--- config.mk ---
export PLATFORM = sky130hd
export DESIGN_NAME = ofdm_fft_ctrl
export DESIGN_NICKNAME = d
export VERILOG_FILES = /design/src/rtl/ofdm_fft_ctrl.sv
export SDC_FILE = /design/constraint.sdc
export NUM_CORES = 1
export LEC_CHECK = 0
export ABC_AREA = 1
export BUFFER_PORTS_ARGS = -buffer_cell sky130_fd_sc_hd__buf_2
export CORE_ASPECT_RATIO = 1.5
export CORE_MARGIN = 8
export CORE_UTILIZATION = 30
export CTS_BUF_LIST = sky130_fd_sc_hd__clkbuf_4 sky130_fd_sc_hd__clkbuf_8
export CTS_CLUSTER_DIAMETER = 60
export DETAILED_ROUTE_END_ITERATION = 12
export GPL_TIMING_DRIVEN = 0
export PLACE_DENSITY = 0.56
export SLEW_MARGIN = 0
export SYNTH_ARGS = -nofsm -noshare
export SYNTH_HDL_FRONTEND = slang
export SYNTH_SLANG_ARGS = --single-unit
--- constraint.sdc ---
create_clock -name clk -period 1.8 [get_ports clk]
set_input_delay 0.18 -clock clk [delete_from_list [all_inputs] [get_ports clk]]
set_output_delay 0.18 -clock clk [all_outputs]
set_load 0.02 [all_outputs]
--- src/rtl/ofdm_fft_ctrl.sv ---
// ============================================================================
// Module      : ofdm_fft_ctrl
// Description : Frame sequencer and output framing monitor around the
//               streaming FFT/IFFT core of the OFDM chain.
// Revision    : 1.0 - initial release
// ============================================================================
`default_nettype none
`timescale 1ns/1ps

module ofdm_fft_ctrl #(
    parameter int FFT_N        = 64,
    parameter int LOG2N        = 6,
    parameter int DW           = 8,
    parameter int MAX_INFLIGHT = 2
) (
    input  logic          clk,
    input  logic          reset,
    input  logic          cfg_inverse,
    input  logic          in_valid,
    output logic          in_ready,
    input  logic [DW-1:0] in_real,
    input  logic [DW-1:0] in_imag,
    output logic          fft_sink_valid,
    input  logic          fft_sink_ready,
    output logic          fft_sink_sop,
    output logic          fft_sink_eop,
    output logic [DW-1:0] fft_sink_real,
    output logic [DW-1:0] fft_sink_imag,
    output logic [1:0]    fft_sink_error,
    output logic          fft_inverse,
    input  logic          fft_src_valid,
    output logic          fft_src_ready,
    input  logic          fft_src_sop,
    input  logic          fft_src_eop,
    input  logic [1:0]    fft_src_error,
    input  logic [DW-1:0] fft_src_real,
    input  logic [DW-1:0] fft_src_imag,
    input  logic [5:0]    fft_src_exp,
    output logic          out_valid,
    input  logic          out_ready,
    output logic [DW-1:0] out_real,
    output logic [DW-1:0] out_imag,
    output logic          out_sop,
    output logic          out_eop,
    output logic [5:0]    out_exp,
    output logic          frame_err,
    output logic [15:0]   frames_in,
    output logic [15:0]   frames_out,
    output logic          busy
);

    localparam logic [0:0]       c_ST_IDLE      = 1'b0;
    localparam logic [0:0]       c_ST_STREAM    = 1'b1;
    localparam logic [LOG2N-1:0] c_LAST         = LOG2N'(FFT_N - 1);
    localparam logic [2:0]       c_MAX_INFLIGHT = 3'(MAX_INFLIGHT);

    logic [0:0]       r_state;
    logic [LOG2N-1:0] r_in_cnt;
    logic [LOG2N-1:0] r_out_cnt;
    logic [2:0]       r_in_flight;
    logic             r_cur_inverse;
    logic [15:0]      r_frames_in;
    logic [15:0]      r_frames_out;
    logic             r_frame_err;

    logic w_admit;
    logic w_gate;
    logic w_sink_acc;
    logic w_in_last;
    logic w_src_acc;
    logic w_viol;
    logic w_in_done;
    logic w_out_done;

    // Admission only matters at a frame boundary; mid-frame the gate is open.
    assign w_admit    = (cfg_inverse == r_cur_inverse) && (r_in_flight < c_MAX_INFLIGHT);
    assign w_gate     = (r_state == c_ST_STREAM) || w_admit;
    assign w_sink_acc = fft_sink_valid & fft_sink_ready;
    assign w_in_last  = (r_in_cnt == c_LAST);
    assign w_in_done  = w_sink_acc & w_in_last;
    assign w_src_acc  = fft_src_valid & out_ready;
    assign w_out_done = w_src_acc & fft_src_eop;

    assign w_viol = (fft_src_sop != (r_out_cnt == '0))
                 || (fft_src_eop != (r_out_cnt == c_LAST))
                 || (fft_src_error != 2'b00)
                 || (fft_src_eop && (r_in_flight == 3'd0));

    assign fft_sink_valid = in_valid & w_gate;
    assign in_ready       = fft_sink_ready & w_gate;
    assign fft_sink_sop   = (r_in_cnt == '0);
    assign fft_sink_eop   = w_in_last;
    assign fft_sink_real  = in_real;
    assign fft_sink_imag  = in_imag;
    assign fft_sink_error = 2'b00;
    assign fft_inverse    = r_cur_inverse;

    assign out_valid     = fft_src_valid;
    assign fft_src_ready = out_ready;
    assign out_real      = fft_src_real;
    assign out_imag      = fft_src_imag;
    assign out_sop       = fft_src_sop;
    assign out_eop       = fft_src_eop;
    assign out_exp       = fft_src_exp;

    assign frame_err  = r_frame_err;
    assign frames_in  = r_frames_in;
    assign frames_out = r_frames_out;
    assign busy       = (r_state == c_ST_STREAM) || (r_in_flight != 3'd0);

    always_ff @(posedge clk or posedge reset) begin
        if (reset) begin
            r_state       <= c_ST_IDLE;
            r_in_cnt      <= '0;
            r_frames_in   <= 16'd0;
            r_cur_inverse <= 1'b0;
        end else begin
            if (w_sink_acc) begin
                if (w_in_last) begin
                    r_in_cnt    <= '0;
                    r_state     <= c_ST_IDLE;
                    r_frames_in <= r_frames_in + 16'd1;
                end else begin
                    r_in_cnt <= r_in_cnt + 1'b1;
                    r_state  <= c_ST_STREAM;
                end
            end
            // Transform select may only move with the core fully drained.
            if ((r_state == c_ST_IDLE) && (r_in_flight == 3'd0)) begin
                r_cur_inverse <= cfg_inverse;
            end
        end
    end

    always_ff @(posedge clk or posedge reset) begin
        if (reset) begin
            r_in_flight <= 3'd0;
        end else begin
            case ({w_in_done, w_out_done})
                2'b10:   r_in_flight <= r_in_flight + 3'd1;
                2'b01:   if (r_in_flight != 3'd0) r_in_flight <= r_in_flight - 3'd1;
                default: r_in_flight <= r_in_flight;
            endcase
        end
    end

    always_ff @(posedge clk or posedge reset) begin
        if (reset) begin
            r_out_cnt    <= '0;
            r_frames_out <= 16'd0;
            r_frame_err  <= 1'b0;
        end else begin
            r_frame_err <= w_src_acc & w_viol;
            if (w_src_acc) begin
                // A sop always resynchronises the output beat counter.
                if (fft_src_sop) begin
                    r_out_cnt <= LOG2N'(1);
                end else if (fft_src_eop) begin
                    r_out_cnt <= '0;
                end else begin
                    r_out_cnt <= r_out_cnt + 1'b1;
                end
                if (fft_src_eop) begin
                    r_frames_out <= r_frames_out + 16'd1;
                end
            end
        end
    end

endmodule

`default_nettype wire

==> impl_results.md <==
- Status: finished, final reports clean
- I/O Buffers: approximately 90
- Synth Area in Adders: approximately 3.2%
- Worst Hold End: fft_inverse
- Die Wd: 97.1 µm
- Hold Crit Start: cfg_inverse
- Number of synthesized flops with an enable pin: 0
- Mux share of post-synthesis cell area: 0%
- Vias in the first global route: about 2.5k
- Fin. max-slew vios: 0
- Inst Count DP: roughly 540
- Final Hold Vio Count: 0
- CTS tree: done
- Syn Area/Cell: ~9.0 µm²
- Top Family by Delay on Critical Path: simple AND/OR/NAND/NOR gates
- Hold depth: 3
- Critical path required time: about 2 ns
- DR WL/cell: around 13 µm
- RSZ-0062 raised after global routing: yes
- CP max FO: 3
- Min cycle time layout: around 1.8 ns
- Top-Level Pins: ~130
- Worst R2R Setup Slack: between 0.03 and 0.04 ns
- Hold Slack: roughly 0.17 ns
- Routability cong.: ~0.76
- Synthesized cell area: between 2000 and 3000 µm²
- Top cell type's share of synthesized area: between 40% and 50%
- Die area: between 10000 and 15000 µm²
- Simple-gate portion of the synthesized area: approximately 25%
- Period utilization: between 90% and 100%
- DRT Wirelength: 7190 µm
- Pre-CTS setup slack: -0.120 ns
- Vias: 2434
- # DRC: 0
- Reg2reg end: r_in_flight[2]
- DR vias/cell: 4.44
- Initial antenna violation count: 0
- Worst path bufs/invs: 1
- Pwr Density: around 860 nW/µm²
- Root buffer cell: clkbuf_8
- Post-synth ARST share: 100%
- Antenna-violating nets left: 0
- Remaining global-route overflow: 0
- Nets@finish: a little under 500
- Hold WC Path Type: in2reg
- Synth area leader: dfrtp_1
- 1st-iter DRT viols: between 70 and 80
- Most frequent CP cell: nand2_1
- Post-synthesis sequential area ratio: 42.3%
- First-pass GRT wire length: approximately 12000 µm
- Clock sink count: 50
- Cts bufs inserted: 5
- Yosys Warn Count: 0
- Largest family of logic cells by synthesized area: simple AND/OR/NAND/NOR gates
- Num rows: 44
- Worst path cell trace: ha_2, nand3_2, nor2_4, nand4_4, nand2_2, fa_2, nand3b_1, nand3_1, nand2_1, nand2_1, inv_1
- Flops & latches, synth: 50
- CP endpoint kind: flop
- Fin cells: between 500 and 600
- Post-synth top cells: dfrtp_1, nand2_1, buf_4
- Dpl hpwl: roughly 5600 µm
- Min setup slack post-route: about 0.032 ns
- Worst-skew pair later-pin latency: a little over 0.3 ns
- Top cells by area, synth: dfrtp_1, buf_4, xor2_1
- Top_reg_cell synth: dfrtp_1
- Crit start category: flop
- Crit path DAT: 1.97 ns
- Synth Area in XOR/XNOR: roughly 9.2%
- Max incr delay on CP: about 0.40 ns
- CP max-delay cell: dfrtp_1
- R2R Path Start: r_in_cnt[0]
- Worst clock skew: 0.0139 ns
- Top-count cell post-synth: dfrtp_1
- Reg2reg path depth: 11
- Setup violators final: 0
- Share of cells above drive strength 1: about two fifths
- Max frequency: approximately 0.57 GHz
- Core area: 9630 µm²
- Number of diodes: 0
- Initial Util: a little under a third
- Count of cell types in the netlist: 33
- Maximum buffer depth of the clock tree: 2
- Drt first pass iters: 4
- Clock-pin slew on the worst setup and hold paths: 0.09 ns
- Chip height: 138 µm
- CTS H-tree depth: 2
- VDD IR max: roughly 330 µV
- Static Leak: a little over 0.002 µW
- Tot GR Track Use: between 10% and 20%
- WS Path Type: reg2reg
- Largest net degree at the start of global routing: 39
- Cells after synthesis: 328
- Complex-gate fraction of the synthesized area: about 3.4%
- Synthesis-to-finish area growth: 25.9%
- Max cap viols: 0
power by group:
group	internal (µW)	switching, µW
Clock	277	401
Sequential	1310	203
Combinational	410	608
Total	2000	1210
registers in the layout, indices dropped and copies added, names as in the netlist:
| register | cells |
|---|---|
| r_out_cnt | 6 |
| r_state | 1 |
| frame_err | 1 |
| frames_out | 16 |
| r_in_flight | 3 |
| r_in_cnt | 6 |
| fft_inverse | 1 |
| frames_in | 16 |
kinds of logic (layout without fill, tap and decap cells):
kind of cell / Yosys count / in the layout
buffers and inverters: 85 / 189
and+or+nand+nor: 135 / 135
adders and majority gates: 7 / 7
DFF: 50 / 50
xor gates and xnor gates: 31 / 31
AOI/OAI and AO/OA: 19 / 19
other: 1 / 2
stage by stage:
stage	total power (µW)	utilization [%]	setup TNS (ns)	cell area (µm²)
2_1_floorplan	2200	-	0	2960
3_3_place_gp	2480	37.0	-20.31	3560
3_5_place_dp	2530	37.2	-0.147	3580
4_1_cts	3270	38.5	0	3710
5_1_grt	3460	38.6	-0.0818	3720
6_report	3210	38.6	0	3720
routing by layer:
| metal | up-vias | wire length (µm) | GRT usage, % |
|---|---|---|---|
| met5 | - | 0 | 0 |
| met4 | 0 | 44 | 3.78 |
| met3 | 2 | 574 | 4.02 |
| met2 | 94 | 3660 | 18.4 |
| met1 | 1124 | 2910 | 11.6 |
| li1 | 1214 | - | - |
cell type report:
class	count	area, µm²
sequential	50	1250
tap	115	144
clock buffer	5	68.8
clock inverter	2	17.5
buffer	45	342
inverter	40	153
multi-input combinational	194	1230
fill	995	5910
timing repair buffer	97	515
placed cells by master (no fill, tap or decap), types with 8 or more instances in the layout:
cell,count
buf_2,91
dfrtp_1,50
buf_4,48
nand2_1,45
inv_1,37
xor2_1,23
nor2_1,21
nand3_1,20
nand4_1,13
o21ai_0,10
xnor2_1,8
worst max path at each step:
stage	startpoint	to	slack (ns)	depth (start not counted)
2_1_floorplan	r_in_cnt[0]	r_in_flight[2]	0.005	11
3_3_place_gp	reset	r_in_cnt[4]	-0.41	2
3_5_place_dp	r_in_cnt[0]	r_in_flight[2]	-0.12	11
4_1_cts	r_in_cnt[0]	r_in_flight[2]	0.03	11
5_1_grt	fft_inverse	r_in_flight[2]	-0.08	12
6_report	r_in_cnt[0]	r_in_flight[2]	0.03	11
worst register-to-register path, cell delays in order (launching register included):
cell      delay, ns
dfrtp_1        0.40
ha_2           0.20
nand3_2        0.10
nor2_4         0.05
nand4_4        0.10
nand2_2        0.08
fa_2           0.34
nand3b_1       0.18
nand3_1        0.10
nand2_1        0.05
nand2_1        0.05
inv_1          0.04
what timing repair did:
action	in CTS	in global routing
endpoints found under the setup margin	2	3
hold endpoints to repair	12	0
pin swaps	1	2
gates cloned	0	0
gates resized for setup	1	3
hold buffers	1	0
buffers inserted	4	0
(Power assumes the default switching activity.)
